<file path="src/rtl/trap_sequencer_if.sv">
// Bundles the control-unit side of the trap sequencer. The control unit
// drives requests and hazard information and reads back the sequence strobes.
interface trap_sequencer_if #(
    parameter int N_EXC = 4,
    parameter int N_IRQ = 3,
    parameter int VEC_W = 4
);
    logic             stall;
    logic [N_EXC-1:0] exc_req;
    logic [N_IRQ-1:0] irq_req;
    logic             irq_en;
    logic             rti;

    logic             busy;
    logic [1:0]       trap_kind;
    logic [VEC_W-1:0] vec_sel;
    logic             flush;
    logic             push_pc;
    logic             push_flags;
    logic             load_vec;
    logic             in_service;
    logic [N_EXC-1:0] exc_pending;
    logic [N_IRQ-1:0] irq_pending;

    modport master (
        output stall, exc_req, irq_req, irq_en, rti,
        input  busy, trap_kind, vec_sel, flush, push_pc, push_flags,
               load_vec, in_service, exc_pending, irq_pending
    );

    modport slave (
        input  stall, exc_req, irq_req, irq_en, rti,
        output busy, trap_kind, vec_sel, flush, push_pc, push_flags,
               load_vec, in_service, exc_pending, irq_pending
    );
endinterface

</file>
<file path="src/rtl/trap_sequencer.sv">
// Trap and interrupt sequencer. Latches exception and interrupt requests,
// arbitrates them by fixed priority (lowest index first, exceptions before
// interrupts) and walks the flush / push / vector-load sequence one strobe
// per cycle. A stall holds the current step and suppresses its strobe.
module trap_sequencer #(
    parameter int N_EXC = 4,
    parameter int N_IRQ = 3,
    parameter int VEC_W = 4
) (
    input  logic             clk,
    input  logic             reset,
    trap_sequencer_if.slave  bus
);

    typedef enum logic [2:0] {
        RST_VEC    = 3'd0,
        IDLE       = 3'd1,
        FLUSH      = 3'd2,
        PUSH_PC    = 3'd3,
        PUSH_FLAGS = 3'd4,
        LOAD_VEC   = 3'd5
    } state_t;

    state_t           state_r;
    state_t           state_next_s;

    logic [N_EXC-1:0] exc_pending_r;
    logic [N_IRQ-1:0] irq_pending_r;
    logic [N_IRQ-1:0] irq_q_r;
    logic             in_service_r;
    logic [1:0]       kind_r;
    logic [VEC_W-1:0] vec_r;

    logic [N_EXC-1:0] exc_onehot_s;
    logic [VEC_W-1:0] exc_vec_s;
    logic [N_IRQ-1:0] irq_onehot_s;
    logic [VEC_W-1:0] irq_vec_s;
    logic             idle_go_s;
    logic             grant_exc_s;
    logic             grant_irq_s;
    logic [N_EXC-1:0] exc_clr_s;
    logic [N_IRQ-1:0] irq_clr_s;
    logic             busy_s;
    logic             flush_s;
    logic             push_pc_s;
    logic             push_flags_s;
    logic             load_vec_s;

    // Lowest-index pending request of each class and its vector number.
    always_comb begin
        exc_onehot_s = {N_EXC{1'b0}};
        exc_vec_s    = {VEC_W{1'b0}};
        irq_onehot_s = {N_IRQ{1'b0}};
        irq_vec_s    = {VEC_W{1'b0}};
        for (int i = N_EXC - 1; i >= 0; i--) begin
            exc_onehot_s = exc_pending_r[i] ? ({{(N_EXC-1){1'b0}}, 1'b1} << i) : exc_onehot_s;
            exc_vec_s    = exc_pending_r[i] ? VEC_W'(i + 1) : exc_vec_s;
        end
        for (int j = N_IRQ - 1; j >= 0; j--) begin
            irq_onehot_s = irq_pending_r[j] ? ({{(N_IRQ-1){1'b0}}, 1'b1} << j) : irq_onehot_s;
            irq_vec_s    = irq_pending_r[j] ? VEC_W'(j + 1 + N_EXC) : irq_vec_s;
        end
    end

    // Grants only fire from an unstalled IDLE; exceptions ignore masking.
    assign idle_go_s   = (state_r == IDLE) && !bus.stall;
    assign grant_exc_s = idle_go_s && (|exc_pending_r);
    assign grant_irq_s = idle_go_s && !(|exc_pending_r) && bus.irq_en
                         && !in_service_r && (|irq_pending_r);
    assign exc_clr_s   = grant_exc_s ? exc_onehot_s : {N_EXC{1'b0}};
    assign irq_clr_s   = grant_irq_s ? irq_onehot_s : {N_IRQ{1'b0}};

    // Next-state selection and Moore strobe decode; stall gates every strobe.
    always_comb begin
        state_next_s = state_r;
        busy_s       = 1'b1;
        flush_s      = 1'b0;
        push_pc_s    = 1'b0;
        push_flags_s = 1'b0;
        load_vec_s   = 1'b0;
        case (state_r)
            RST_VEC: begin
                load_vec_s = !bus.stall;
                if (!bus.stall) begin
                    state_next_s = IDLE;
                end else begin
                    state_next_s = RST_VEC;
                end
            end
            IDLE: begin
                busy_s = 1'b0;
                if (grant_exc_s || grant_irq_s) begin
                    state_next_s = FLUSH;
                end else begin
                    state_next_s = IDLE;
                end
            end
            FLUSH: begin
                flush_s = !bus.stall;
                if (!bus.stall) begin
                    state_next_s = PUSH_PC;
                end else begin
                    state_next_s = FLUSH;
                end
            end
            PUSH_PC: begin
                push_pc_s = !bus.stall;
                if (bus.stall) begin
                    state_next_s = PUSH_PC;
                end else if (kind_r == 2'b11) begin
                    state_next_s = PUSH_FLAGS;
                end else begin
                    state_next_s = LOAD_VEC;
                end
            end
            PUSH_FLAGS: begin
                push_flags_s = !bus.stall;
                if (!bus.stall) begin
                    state_next_s = LOAD_VEC;
                end else begin
                    state_next_s = PUSH_FLAGS;
                end
            end
            LOAD_VEC: begin
                load_vec_s = !bus.stall;
                if (!bus.stall) begin
                    state_next_s = IDLE;
                end else begin
                    state_next_s = LOAD_VEC;
                end
            end
            default: begin
                state_next_s = RST_VEC;
            end
        endcase
    end

    // Sequence state register.
    always_ff @(posedge clk or negedge reset) begin
        if (!reset) begin
            state_r <= RST_VEC;
        end else begin
            state_r <= state_next_s;
        end
    end

    // Trap kind and vector: captured at grant, cleared on return to IDLE.
    always_ff @(posedge clk or negedge reset) begin
        if (!reset) begin
            kind_r <= 2'b01;
            vec_r  <= {VEC_W{1'b0}};
        end else if (grant_exc_s) begin
            kind_r <= 2'b10;
            vec_r  <= exc_vec_s;
        end else if (grant_irq_s) begin
            kind_r <= 2'b11;
            vec_r  <= irq_vec_s;
        end else if ((state_next_s == IDLE) && (state_r != IDLE)) begin
            kind_r <= 2'b00;
            vec_r  <= {VEC_W{1'b0}};
        end else begin
            kind_r <= kind_r;
            vec_r  <= vec_r;
        end
    end

    // Pending latches and irq edge detect; a new request beats a same-edge clear.
    always_ff @(posedge clk or negedge reset) begin
        if (!reset) begin
            exc_pending_r <= {N_EXC{1'b0}};
            irq_pending_r <= {N_IRQ{1'b0}};
            irq_q_r       <= {N_IRQ{1'b0}};
        end else begin
            exc_pending_r <= (exc_pending_r & ~exc_clr_s) | bus.exc_req;
            irq_pending_r <= (irq_pending_r & ~irq_clr_s) | (bus.irq_req & ~irq_q_r);
            irq_q_r       <= bus.irq_req;
        end
    end

    // In-service flag: an interrupt grant sets it and beats a same-edge rti.
    always_ff @(posedge clk or negedge reset) begin
        if (!reset) begin
            in_service_r <= 1'b0;
        end else begin
            in_service_r <= grant_irq_s | (in_service_r & ~bus.rti);
        end
    end

    assign bus.busy        = busy_s;
    assign bus.trap_kind   = kind_r;
    assign bus.vec_sel     = vec_r;
    assign bus.flush       = flush_s;
    assign bus.push_pc     = push_pc_s;
    assign bus.push_flags  = push_flags_s;
    assign bus.load_vec    = load_vec_s;
    assign bus.in_service  = in_service_r;
    assign bus.exc_pending = exc_pending_r;
    assign bus.irq_pending = irq_pending_r;

endmodule

</file>
<file path="src/flat_wrapper.sv">
// flat-port wrapper written by rule: the top's interface ports become plain ports
module trap_sequencer_flat 
#(
    parameter int N_EXC = 4,
    parameter int N_IRQ = 3,
    parameter int VEC_W = 4
)
  (clk, reset, bus_stall, bus_exc_req, bus_irq_req, bus_irq_en, bus_rti, bus_busy, bus_trap_kind, bus_vec_sel, bus_flush, bus_push_pc, bus_push_flags, bus_load_vec, bus_in_service, bus_exc_pending, bus_irq_pending);
  trap_sequencer_if #(.N_EXC(N_EXC), .N_IRQ(N_IRQ), .VEC_W(VEC_W)) bus_i ();
  input  logic clk;
  input  logic reset;
  input wire logic [$bits(bus_i.stall)-1:0] bus_stall;
  input wire logic [$bits(bus_i.exc_req)-1:0] bus_exc_req;
  input wire logic [$bits(bus_i.irq_req)-1:0] bus_irq_req;
  input wire logic [$bits(bus_i.irq_en)-1:0] bus_irq_en;
  input wire logic [$bits(bus_i.rti)-1:0] bus_rti;
  output wire logic [$bits(bus_i.busy)-1:0] bus_busy;
  output wire logic [$bits(bus_i.trap_kind)-1:0] bus_trap_kind;
  output wire logic [$bits(bus_i.vec_sel)-1:0] bus_vec_sel;
  output wire logic [$bits(bus_i.flush)-1:0] bus_flush;
  output wire logic [$bits(bus_i.push_pc)-1:0] bus_push_pc;
  output wire logic [$bits(bus_i.push_flags)-1:0] bus_push_flags;
  output wire logic [$bits(bus_i.load_vec)-1:0] bus_load_vec;
  output wire logic [$bits(bus_i.in_service)-1:0] bus_in_service;
  output wire logic [$bits(bus_i.exc_pending)-1:0] bus_exc_pending;
  output wire logic [$bits(bus_i.irq_pending)-1:0] bus_irq_pending;
  assign bus_i.stall = bus_stall;
  assign bus_i.exc_req = bus_exc_req;
  assign bus_i.irq_req = bus_irq_req;
  assign bus_i.irq_en = bus_irq_en;
  assign bus_i.rti = bus_rti;
  assign bus_busy = bus_i.busy;
  assign bus_trap_kind = bus_i.trap_kind;
  assign bus_vec_sel = bus_i.vec_sel;
  assign bus_flush = bus_i.flush;
  assign bus_push_pc = bus_i.push_pc;
  assign bus_push_flags = bus_i.push_flags;
  assign bus_load_vec = bus_i.load_vec;
  assign bus_in_service = bus_i.in_service;
  assign bus_exc_pending = bus_i.exc_pending;
  assign bus_irq_pending = bus_i.irq_pending;
  trap_sequencer #(.N_EXC(N_EXC), .N_IRQ(N_IRQ), .VEC_W(VEC_W)) u_core (.clk(clk), .reset(reset), .bus(bus_i));
endmodule
</file>
<file path="config.mk">
export PLATFORM = sky130hd
export DESIGN_NAME = trap_sequencer_flat
export DESIGN_NICKNAME = d
export VERILOG_FILES = /design/src/rtl/trap_sequencer_if.sv /design/src/rtl/trap_sequencer.sv /design/src/flat_wrapper.sv
export SDC_FILE = /design/constraint.sdc
export NUM_CORES = 1
export LEC_CHECK = 0
export CAP_MARGIN = 15
export CELL_PAD_IN_SITES_DETAIL_PLACEMENT = 1
export CELL_PAD_IN_SITES_GLOBAL_PLACEMENT = 1
export CORE_ASPECT_RATIO = 1.1
export CORE_MARGIN = 3
export CORE_UTILIZATION = 30
export DETAILED_ROUTE_END_ITERATION = 6
export GPL_TIMING_DRIVEN = 1
export PLACE_DENSITY = 0.78
export SETUP_SLACK_MARGIN = 0.5
export SYNTH_ARGS = -nofsm -noshare
export SYNTH_HDL_FRONTEND = slang
export SYNTH_SLANG_ARGS = --single-unit
</file>
<file path="constraint.sdc">
create_clock -name clk -period 1.9 [get_ports clk]
set_input_delay 0.19 -clock clk [delete_from_list [all_inputs] [get_ports clk]]
set_output_delay 0.19 -clock clk [all_outputs]
set_load 0.005 [all_outputs]
</file>
==> metrics, run 1 <==
status=finished clean; die height=about 64 microns; routed length per placed instance=16.6 microns; CTS tree=yes; DRT antenna net count=0; RD Place Congestion=a little under 0.8; DR DRC count=0; count of pins over their slew limit=0; setup TNS=0 ns; core area=between 0.002 and 0.003 sq mm; TritonCTS buffer count=3; vias=925; Layout Nets=between 150 and 200; Leak=around 0.76 nW; placed wire-length estimate=1820 microns; leading cell type in the layout, fill and taps excluded=buf_4; Peak Freq=~620 MHz; Critical-path top delay cell=dfrtp_1; initial antenna violation count=0; Top FF cell, synth=dfrtp_1; pre-CTS setup slack=roughly 0.038 ns; Seq pwr share=approximately 33%; delay-heaviest family, CP=flip-flops; dpl cell area=0.00127 sq mm; fin crit period=roughly 1.6 ns; asr flop ratio synth=100%; vias in the first global route=between 900 and 1000; Setup crit start kind=register; Die X=a little under 60 microns; Max-Cap Viols=0; fillers=around 330; sequential share of the synthesized area=about half; met2 usage=29.0%; DRT Pass-1 Iters=2; Sequential Area=485 sq um; post-synthesis instance area=around 920 sq um; CP Buf/Inv Count=2; Crit path top cell by count=buf_4; Post-synth EDFFs=0; Gate Count Post-Synth=between 80 and 90; clk_lat worst skew=roughly 0.32 ns; Placed Cells=~150; final WL=between 3000 and 4000 microns; clk_skew=0.0116 ns; grt peak-use layer=met2; Clock Tree Buf Depth=2; CP Capture Type=register; required time worst endpoint=2.10 ns; Sw Share=34.9%; area grow syn2layout=73.9%; Yosys top cell by area=dfrtp_1; row cnt=20; Synth warnings=0; WS Path Type=reg -> reg; Netlist cell types=35; io pins=31; most frequent cells in the layout=buf_4, clkdlybuf4s50_1, dfrtp_1; R2R Setup Slk=just under 0.3 ns; Worst VDD drop=roughly 0.66 mV; endpoints failing setup=0; unrepaired setup endpoints after global routing=yes; fraction of layout cells with a size suffix above 1=around 45%; Hold Vio Cnt, Final=0; die area=0.00378 sq mm; Worst Path Max Fanout=5; Power Total=between 1.5 and 2 mW; largest net degree at the start of global routing=12; area of the multi-input gates=~470 sq um; Pint=approximately 1.1 mW; # clock sinks=19; Crit path largest cell delay=~0.44 ns; Hold-fix buffers, CTS=0; gr usage total=around 16%; critical path, cell by cell=buf_4, nor4_4, buf_4, nand3_4, o31ai_2, o21ai_1; Hold WS=0.158 ns; global-route wire length before repair=~4600 microns; gr ovfl total=0; Port-buffer cells=29; Hold Path Class=in -> async; top cells by area, synth=dfrtp_1, o21ai_1, inv_1; Post-Route Utilization=a little under three fifths; vias per cell=4.95; met3 Use GR=a little over 4%; share of the synthesized area in the top cell type=approximately half; syn avg cell area=between 10 and 15 sq um; clock network power share=12.5%; Yosys reg bits=19; root buf cell=clkbuf_4; antenna fix cells=0; post-route setup slack=0.290 ns; syn nets=a little over 100; design area=roughly 0.0016 sq mm; Initial DRC Count=15; met1 Track Usage GR=a little under a fifth; combinational power share=between 50% and 60%; Clock transition at path regs=about 0.11 ns; CP Data Arrival Time=roughly 1.8 ns; final worst-path cycle share=roughly 85%; H-tree depth=1; NetSw=603 uW; Non-Filler Instances=approximately 190; PD cells=between 1000 and 1500 mW/mm^2; Initial Utilization=between 30% and 40%
[power by group through the flow]
stage	clock [mW]	sequential, mW	combinational [mW]
final	0.215	0.567	0.945
after CTS	0.222	0.560	0.789
after global routing	0.241	0.578	1.02
after global placement	0	0.606	0.501
after detailed placement	0	0.615	0.519
after floorplan	0	0.560	0.313
[registers in the layout, indices dropped and copies added (netlist names)]
signal / count
u_core.bus.in_service: 1
u_core.irq_q_r: 3
u_core.bus.vec_sel: 3
u_core.bus.exc_pending: 4
u_core.bus.trap_kind: 2
u_core.state_r: 3
u_core.bus.irq_pending: 3
[final timing paths]
kind | from | to | depth (start not counted)
setup / recovery | u_core.bus.exc_pending[0] | u_core.bus.irq_pending[2] | 6
hold / removal | reset | u_core.state_r[2] | 1
setup reg to reg | u_core.bus.exc_pending[0] | u_core.bus.irq_pending[2] | 6
hold reg to reg | u_core.irq_q_r[2] | u_core.bus.irq_pending[2] | 1
max in group asynchronous | reset | u_core.bus.irq_pending[2] | 2
min in group clk | bus_irq_req[0] | u_core.irq_q_r[0] | 1
[logic make-up (layout without fill, tap and decap cells)]
kind of cell | after synthesis | count (layout) | synth area share (%)
compound gates | 23 | 23 | 16.7
simple gates | 34 | 34 | 24.4
flops | 19 | 19 | 51.7
buf+inv | 11 | 76 | 5.83
other cells | 1 | 1 | 0.407
xor+xnor | 1 | 1 | 0.950
[metal layers]
layer  vias up  routed length (microns)
met5         -                        0
met4         0                      107
met3         9                      180
met2        31                     1660
met1       451                     1170
li1        434                        -
[area by class of cell]
class	count	share of cell area [%]
repair buffers	64	34.2
flip-flops and latches	19	30.3
multi-input cells	59	29.5
well taps	33	2.57
inverters	8	1.87
clock buffers	4	1.64
[cells in the mapped netlist, types with 2 or more instances]
cell and instances:
and3_1 2, a21o_1 2, o21ai_0 3, nor3_1 2, inv_1 8, nand2_1 8, a22o_1 2, o21ai_1 6
dfrtp_1 18, nor2_1 8, a21oi_1 3, nand2b_1 4
[repair_timing]
action,CTS,global route
buffers inserted,20,10
pin swaps,9,5
gates resized for setup,39,14
endpoints found under the setup margin,28,24
Note: power is estimated with default switching activity, not from simulation.
==> run 2, diff against run 1 <==
==> constraint.sdc (replaced) <==
create_clock -name clk -period 1.6 [get_ports clk]
set_input_delay 0.16 -clock clk [delete_from_list [all_inputs] [get_ports clk]]
set_output_delay 0.16 -clock clk [all_outputs]
set_load 0.005 [all_outputs]
==> metrics, run 2 (synthesized netlist as in run 1, its figures left out) <==
Die X=58.9 microns (unchanged); most frequent cells in the layout=buf_4, buf_6, clkdlybuf4s50_1, dfrtp_1, inv_1; Critical-path top delay cell=dfrtp_1; final worst-path cycle share=99.6% (+15 points); die height=64.1 microns (unchanged); status=finished clean; row cnt=20 (unchanged); CP Buf/Inv Count=2 (unchanged); final WL=3800 microns (+22%); io pins=31 (unchanged); largest net degree at the start of global routing=14 (+2); Layout Nets=185 (+11%); Worst Path Max Fanout=3 (-2); fillers=316 (-4.8%); met1 WL=1380 microns (+18%); gr ovfl total=0 (unchanged); leading cell type in the layout, fill and taps excluded=buf_4; Peak Freq=627 MHz (+0.99%); Initial DRC Count=28 (+13); fin crit period=1.59 ns (-0.0157 ns); TritonCTS buffer count=3 (unchanged); required time worst endpoint=1.86 ns (-0.24 ns); core area=0.00285 sq mm (unchanged); global-route wire length before repair=5820 microns (+27%); Max-Cap Viols=0 (unchanged); Setup crit start kind=register; clock network power share=11.5% (-1.0 points); Seq pwr share=28.7% (-4.1 points); Crit path largest cell delay=0.45 ns (about the same); CTS tree=yes; placed wire-length estimate=1990 microns (+9.5%); RD Place Congestion=0.778 (+0.92%); Initial Utilization=32.3% (unchanged); Max Used Layer=met4; NetSw=822 uW (+36%); area of the multi-input gates=512 sq um (+8.2%); Crit path top cell by count=buf_6; met2 wire length=2230 microns (+35%); count of pins over their slew limit=0 (unchanged); Hold-fix buffers, CTS=0 (unchanged); # clock sinks=19 (unchanged); die area=0.00378 sq mm (unchanged); root buf cell=clkbuf_4; antenna fix cells=0 (unchanged); combinational power share=59.8% (+5.1 points); gr usage total=21.0% (+5.0 points); Clock transition at path regs=0.11 ns (about the same); Pint=1.46 mW (+30%); Leak=0.876 nW (+15%); delay-heaviest family, CP=simple AND/OR/NAND/NOR gates; routed length per placed instance=18.5 microns (+11%); Hold Vio Cnt, Final=0 (unchanged); unrepaired setup endpoints after global routing=yes; max reg flops=4 (unchanged); DRT Pass-1 Iters=4 (+2); Port-buffer cells=29 (unchanged); clk_lat worst skew=0.31 ns (about the same); vias in the first global route=1171 (+24%); critical path, cell by cell=buf_6, buf_6, or3_4, nor4_4, a221o_1; fraction of layout cells with a size suffix above 1=62.2% (+17 points); endpoints failing setup=0 (unchanged); WS Path Type=reg -> reg; PD cells=1260 mW/mm^2 (+17%); setup TNS=0 ns (unchanged); initial antenna violation count=0 (unchanged); vias per cell=4.90 (-0.99%); CP Data Arrival Time=1.86 ns (+0.05 ns); Sw Share=36.0% (+1.1 points); DR DRC count=0 (unchanged); Clock Tree Buf Depth=2 (unchanged); Hold WS=0.0862 ns (-0.0716 ns); Worst VDD drop=0.794 mV (+20%); Hold Path Class=in -> async; vias=1004 (+8.5%); Sequential Area=485 sq um (unchanged); H-tree depth=1 (unchanged); DRT antenna net count=0 (unchanged); area grow syn2layout=97.0%; clk_skew=0.00184 ns (-0.00976 ns); Post-Route Utilization=63.7% (+7.5 points); metal3 WL=126 microns (-30%); CP Capture Type=register
run 2: worst reg2reg max path, cell delays in order, from the launching register on:
cell     delay [ns]
dfrtp_1        0.45
buf_6          0.14
buf_6          0.11
or3_4          0.42
nor4_4         0.23
a221o_1        0.21
run 2: cell type report:
type / instances / share of cell area, %
Clock buffer: 3 / 1.24
Clock inverter: 1 / 0.275
Inverter: 8 / 1.65
Multi-Input combinational cell: 59 / 28.2
Sequential cell: 19 / 26.7
Tap cell: 33 / 2.27
Timing Repair Buffer: 82 / 39.7
run 2: worst paths after layout:
path	start	endpoint	slack [ns]	depth (start not counted)
setup reg to reg	u_core.state_r[1]	u_core.bus.vec_sel[2]	0.006	5
setup / recovery	u_core.state_r[1]	u_core.bus.vec_sel[2]	0.006	5
max in group asynchronous	reset	u_core.bus.exc_pending[1]	1.00	2
min in group clk	bus_irq_req[2]	u_core.irq_q_r[2]	0.29	1
hold reg to reg	u_core.irq_q_r[0]	u_core.bus.irq_pending[0]	0.43	1
hold / removal	reset	u_core.bus.in_service	0.09	1
run 2: repair_timing:
| item | 4_1_cts | 5_1_grt |
|---|---|---|
| buffers inserted | 31 | 11 |
| pin swaps | 8 | 13 |
| gates resized for setup | 94 | 24 |
| endpoints found under the hold margin | 0 | 0 |
| endpoints found under the setup margin | 34 | 33 |
run 2: through the flow:
stage                     cell area [sq um]  worst slack, ns  cells  power (mW)
after floorplan                         945            0.222     89        1.06
after global placement                 1330           -0.135    159        1.38
after detailed placement               1330           -0.237    159        1.43
after CTS                              1680           0.0552    194        2.08
after global routing                   1820          -0.0717    205        2.43
final                                  1820          0.00599    205        2.28
run 2: layer usage:
layer / GRT usage [%] / up-vias
met5: 0 / -
met1: 21.3 / 499
met4: 9.92 / 0
li1: - / 471
met2: 40.6 / 29
met3: 2.42 / 5
run 2: power by group through the flow:
stage | combinational, mW | sequential [mW] | clock [mW]
CTS | 1.18 | 0.646 | 0.256
global placement | 0.684 | 0.699 | 0
detailed placement | 0.713 | 0.712 | 0
finish | 1.36 | 0.656 | 0.262
floorplan | 0.384 | 0.674 | 0
global route | 1.46 | 0.667 | 0.296
